**config.mk**
```make
export PLATFORM = sky130hd
export DESIGN_NAME = mmio_arbiter
export DESIGN_NICKNAME = d
export VERILOG_FILES = /design/src/rtl/mmio_arbiter.sv
export SDC_FILE = /design/constraint.sdc
export NUM_CORES = 1
export LEC_CHECK = 0
export ABC_AREA = 1
export ABC_CLOCK_PERIOD_IN_PS = 1150
export CAP_MARGIN = 20
export CORE_UTILIZATION = 37
export CTS_BUF_LIST = sky130_fd_sc_hd__clkbuf_4 sky130_fd_sc_hd__clkbuf_8 sky130_fd_sc_hd__clkbuf_16
export DETAILED_ROUTE_END_ITERATION = 7
export MAX_ROUTING_LAYER = met4
export PLACE_DENSITY = 0.84
export SLEW_MARGIN = 20
export SYNTH_ARGS = -nofsm -noshare
export SYNTH_HDL_FRONTEND = slang
export SYNTH_SLANG_ARGS = --single-unit
```
**constraint.sdc**
```tcl
create_clock -name clk -period 1.15 [get_ports clk]
set_input_delay 0.23 -clock clk [delete_from_list [all_inputs] [get_ports clk]]
set_output_delay 0.23 -clock clk [all_outputs]
set_load 0.02 [all_outputs]
```
**src/rtl/mmio_arbiter.sv**
```systemverilog
// mmio_arbiter: two-master, one-slave arbiter for the CPU MMIO bus.
//
// Shares a single word-addressed MMIO slave between m0 (CPU core) and m1
// (debug/DMA). Arbitration is combinational with a round-robin priority
// pointer; the winning access is issued to the slave one cycle later from
// registers. Reads are tagged with the issuing master and the slave data is
// routed back RD_LAT+1 cycles after the read strobe.
//
// Ports:
//   clk, rst                       clock, synchronous active-high reset
//   i_mX_req/addr/data/mask/wren   master X request and access fields
//   o_mX_gnt                       master X request accepted this cycle
//   o_mX_rvalid/rdata              master X read response
//   o_mmio_addr/data/mask          slave access fields (held when idle)
//   o_mmio_wren/rden               one-cycle slave write/read strobes
//   i_mmio_data                    slave read data, RD_LAT cycles after rden
module mmio_arbiter #(
    parameter int          ADDR_W = 30,
    parameter int          DATA_W = 32,
    parameter int unsigned RD_LAT = 1
) (
    input  logic                clk,
    input  logic                rst,
    input  logic                i_m0_req,
    input  logic [ADDR_W-1:0]   i_m0_addr,
    input  logic [DATA_W-1:0]   i_m0_data,
    input  logic [DATA_W/8-1:0] i_m0_mask,
    input  logic                i_m0_wren,
    output logic                o_m0_gnt,
    output logic                o_m0_rvalid,
    output logic [DATA_W-1:0]   o_m0_rdata,
    input  logic                i_m1_req,
    input  logic [ADDR_W-1:0]   i_m1_addr,
    input  logic [DATA_W-1:0]   i_m1_data,
    input  logic [DATA_W/8-1:0] i_m1_mask,
    input  logic                i_m1_wren,
    output logic                o_m1_gnt,
    output logic                o_m1_rvalid,
    output logic [DATA_W-1:0]   o_m1_rdata,
    output logic [ADDR_W-1:0]   o_mmio_addr,
    output logic [DATA_W-1:0]   o_mmio_data,
    output logic [DATA_W/8-1:0] o_mmio_mask,
    output logic                o_mmio_wren,
    output logic                o_mmio_rden,
    input  logic [DATA_W-1:0]   i_mmio_data
);

    typedef enum logic {
        PRIO_M0 = 1'b0,
        PRIO_M1 = 1'b1
    } prio_t;

    prio_t             r_prio;
    logic              r_iss_id;     // master owning the access on the strobes
    logic [RD_LAT-1:0] r_tag_v;      // read-tag pipeline: valid bits
    logic [RD_LAT-1:0] r_tag_id;     // read-tag pipeline: master ids
    logic [RD_LAT:0]   w_tag_v_next;
    logic [RD_LAT:0]   w_tag_id_next;
    logic              w_gnt0;
    logic              w_gnt1;
    logic              w_tag_hit;
    logic              w_tag_m1;

    // Grants are suppressed while in reset so nothing is consumed.
    always_comb begin
        w_gnt0 = 1'b0;
        w_gnt1 = 1'b0;
        if (!rst) begin
            if (i_m0_req && (!i_m1_req || r_prio == PRIO_M0)) begin
                w_gnt0 = 1'b1;
            end else if (i_m1_req) begin
                w_gnt1 = 1'b1;
            end
        end
    end

    assign o_m0_gnt = w_gnt0;
    assign o_m1_gnt = w_gnt1;

    // The strobe cycle feeds stage 0; the last stage lines up with the cycle
    // in which the slave presents the read data.
    assign w_tag_v_next  = {r_tag_v,  o_mmio_rden};
    assign w_tag_id_next = {r_tag_id, r_iss_id};
    assign w_tag_hit     = r_tag_v[RD_LAT-1];
    assign w_tag_m1      = r_tag_id[RD_LAT-1];

    always_ff @(posedge clk) begin
        if (rst) begin
            r_prio      <= PRIO_M0;
            r_iss_id    <= 1'b0;
            r_tag_v     <= '0;
            r_tag_id    <= '0;
            o_mmio_addr <= '0;
            o_mmio_data <= '0;
            o_mmio_mask <= '0;
            o_mmio_wren <= 1'b0;
            o_mmio_rden <= 1'b0;
            o_m0_rvalid <= 1'b0;
            o_m1_rvalid <= 1'b0;
            o_m0_rdata  <= '0;
            o_m1_rdata  <= '0;
        end else begin
            if (w_gnt0 || w_gnt1) begin
                r_prio      <= w_gnt0 ? PRIO_M1 : PRIO_M0;
                r_iss_id    <= w_gnt1;
                o_mmio_addr <= w_gnt0 ? i_m0_addr : i_m1_addr;
                o_mmio_data <= w_gnt0 ? i_m0_data : i_m1_data;
                o_mmio_mask <= w_gnt0 ? i_m0_mask : i_m1_mask;
                o_mmio_wren <= w_gnt0 ? i_m0_wren : i_m1_wren;
                o_mmio_rden <= w_gnt0 ? !i_m0_wren : !i_m1_wren;
            end else begin
                o_mmio_wren <= 1'b0;
                o_mmio_rden <= 1'b0;
            end

            r_tag_v  <= w_tag_v_next[RD_LAT-1:0];
            r_tag_id <= w_tag_id_next[RD_LAT-1:0];

            o_m0_rvalid <= w_tag_hit && !w_tag_m1;
            o_m1_rvalid <= w_tag_hit && w_tag_m1;
            if (w_tag_hit && !w_tag_m1) begin
                o_m0_rdata <= i_mmio_data;
            end
            if (w_tag_hit && w_tag_m1) begin
                o_m1_rdata <= i_mmio_data;
            end
        end
    end

endmodule
```
==> run_results.csv <==
group,metric,value,unit
route,antenna_left,0,
route,vias,6911,
pwr,total_power,0.0137,W
clock_network,cts_max_path_buffers,2,
pwr,power.leakage,4.74,nW
grt,overflow,0,
clock_network,cts_sinks,138,
sta,finalCritPeriodShare,127,%
worst_setup_path,start_kind,"register",
run_status,violations,"setup timing",
cells_and_area,fin_util,63.1,%
floorplanning,start_util,38.5,%
grt,grt_pass1_vias,6223,
synth,yosys_warnings,0,
floorplanning,core,16100,µm²
pwr,peakVddDrop,0.996,mV
cells_and_area,syn_to_final_growth,64.0,%
synth,synth.distinct_cells,16,
floorplanning,chipWidth,131,µm
route,drc,0,
route,viasPerCell,4.91,
cells_and_area,stdcell_area,10200,µm²
sta,setup_viol,70,
route,dr.first_iter.drc_count,413,
placed_design,gp_congestion,0.865,
synth,syn_avg_cell_area,6.92,µm²
placed_design,io_buffers,305,
sta,fin_skew,6.14,ps
sta,setup_slack,-307,ps
worst_setup_path,cp-end-kind,"output port",
synth,synthCells,896,
floorplanning,die-area,17300,µm²
worst_setup_path,path_cells,"nand2_4, buf_12, nand3_4, inv_2, buf_6",
clock_network,htree_num_levels,4,
pwr,p_per_area,1340,nW/µm²
grt,grt_max_degree,87,
sta,fmax,686,MHz
floorplanning,die_h,131,µm
synth,yosysSeqAreaShare,44.5,%
sta,hold_viol_final,0,
grt,grt_pass1_wl,32.0,mm
clock_network,path_clk_slew,60,ps
job,maxCapViolations,0,
min_path,hold_path_class,"in2reg",
sta,tns,-14090,ps
worst_setup_path,cp.required,920,ps
sta,slew_violations,0,
run_status,status,"finished, violations left",
worst_setup_path,crit_type,"reg2out",
synth,synth_area,6200,µm²
cells_and_area,final_nets,1350,
synth,synth_fp_nets,1066,
sta,rsz0062_at_grt,"true",
route,firstDrtPassIters,5,
grt,grt_use_total,23.9,%
worst_setup_path,critPathMaxFanout,4,
clock_network,holdBufCountCts,0,
worst_setup_path,slowest_delay,350,ps
grt,antenna_found_initial,0,
placed_design,placed_area,9580,µm²
sta,maxSlewHeadroom,63.6,%
cells_and_area,fill_cells,1413,
clock_network,cts-root-buf,"clkbuf_16",
cells_and_area,diodes,0,
sta,worst_pin_slew,547,ps
route,wl_per_cell,14.7,µm
cells_and_area,layout-drive-gt1-share,23.5,%
placed_design,hpwl,14.5,mm
floorplanning,ios,306,
worst_setup_path,slowest_stage,"dfxtp_2",
sta,whs,240,ps
clock_network,clkLatencyLatePin,410,ps
sta,min_period,1460,ps
synth,ys_ff_latch,138,
clock_network,cts_tree,"yes",
clock_network,cts_buffers,17,
worst_setup_path,critPathArrivalTime,1230,ps
route,totalWireLength,20.6,mm
floorplanning,fp-row-count,46,
-- where the power goes --
group | switching (W) | internal (W) | leakage (nW)
Sequential | 0.000165 | 0.00512 | 1.16
Combinational | 0.00147 | 0.00149 | 3.31
Clock | 0.00218 | 0.00326 | 0.279
-- final timing paths --
kind,start,end,slack [ps],cells after the start
worst max-delay path,r_prio,o_m0_gnt,-310,5
worst min-delay path,i_m0_req,r_iss_id,240,3
worst max register to register,r_prio,o_mmio_data[4],-260,9
worst min register to register,o_m1_rdata[4],o_m1_rdata[4],470,2
-- cell families (layout without fill, tap and decap cells) --
kind of cell,after synthesis,after routing,synth area share (%)
AO/OA/AOI/OAI,90,90,7.26
flip-flops,138,138,44.5
AND/OR/NAND/NOR,561,561,40.7
buffers and inverters,107,403,7.48
-- layout make-up --
class,count,area (µm²),share of cell area (%)
Tap cell,216,270,2.66
Clock buffer,18,439,4.32
Timing Repair Buffer,341,3340,32.8
Sequential cell,138,2840,27.9
Multi-Input combinational cell,651,3020,29.7
Clock inverter,13,141,1.39
Inverter,31,121,1.19
-- cells in the final DEF, fill, tap and decap left out, drive strengths merged --
cell | synthesis | layout
dfxtp | 138 | 138
buf | 46 | 171
o21ai | 88 | 88
nand4 | 66 | 66
nand3b | 66 | 66
dlygate4sd2 | 0 | 2
nor2 | 244 | 244
clkdlybuf4s50 | 0 | 166
nand2 | 183 | 183
nand3 | 1 | 1
and2 | 1 | 1
clkbuf | 30 | 20
clkinv | 0 | 4
bufinv | 0 | 2
clkinvlp | 0 | 3
inv | 31 | 35
a21oi | 2 | 2
-- what timing repair did --
action	CTS	global route
buffers inserted	0	1
gates cloned	0	2
gates resized for setup	671	105
endpoints found under the hold margin	0	0
pin swaps	1	0
endpoints found under the setup margin	265	182
-- flip-flops by register name, indices dropped and copies added (netlist names) --
name / cells
o_m0_rdata: 32
o_m0_rvalid: 1
o_m1_rdata: 32
o_m1_rvalid: 1
o_mmio_addr: 30
o_mmio_data: 32
o_mmio_mask: 4
o_mmio_rden: 1
o_mmio_wren: 1
r_iss_id: 1
r_prio: 1
r_tag_id: 1
r_tag_v: 1
-- stage by stage --
stage | setup WS, ps | cells
after floorplan | -11.2 | 896
after global placement | -778 | 1374
after global routing | -358 | 1408
after detailed placement | -801 | 1374
after CTS | -326 | 1405
final | -307 | 1408
-- worst max-delay path: cells and delay by family (launching register included) --
kind / cells / cell delay [ps]
buffers and inverters: 3 / 300
DFF: 1 / 350
and+or+nand+nor: 2 / 160
-- cells in the mapped netlist (all sizes together) --
library cell | number | share of area, %
a21oi | 2 | 0.16
and2 | 1 | 0.10
buf | 46 | 3.8
clkbuf | 30 | 1.8
dfxtp | 138 | 45
inv | 31 | 1.9
nand2 | 183 | 11
nand3 | 1 | 0.16
nand3b | 66 | 8.0
nand4 | 66 | 6.7
nor2 | 244 | 15
o21ai | 88 | 7.1
-- per-layer routing --
| metal | routed length (µm) | track usage, % | up-vias |
|---|---|---|---|
| li1 | - | - | 3459 |
| met1 | 8340 | 27.3 | 3100 |
| met5 | 0 | - | - |
| met3 | 1750 | 6.52 | 51 |
| met4 | 769 | 11.8 | 0 |
| met2 | 9780 | 38.4 | 301 |
No activity file was read; power rests on OpenSTA's default activity.
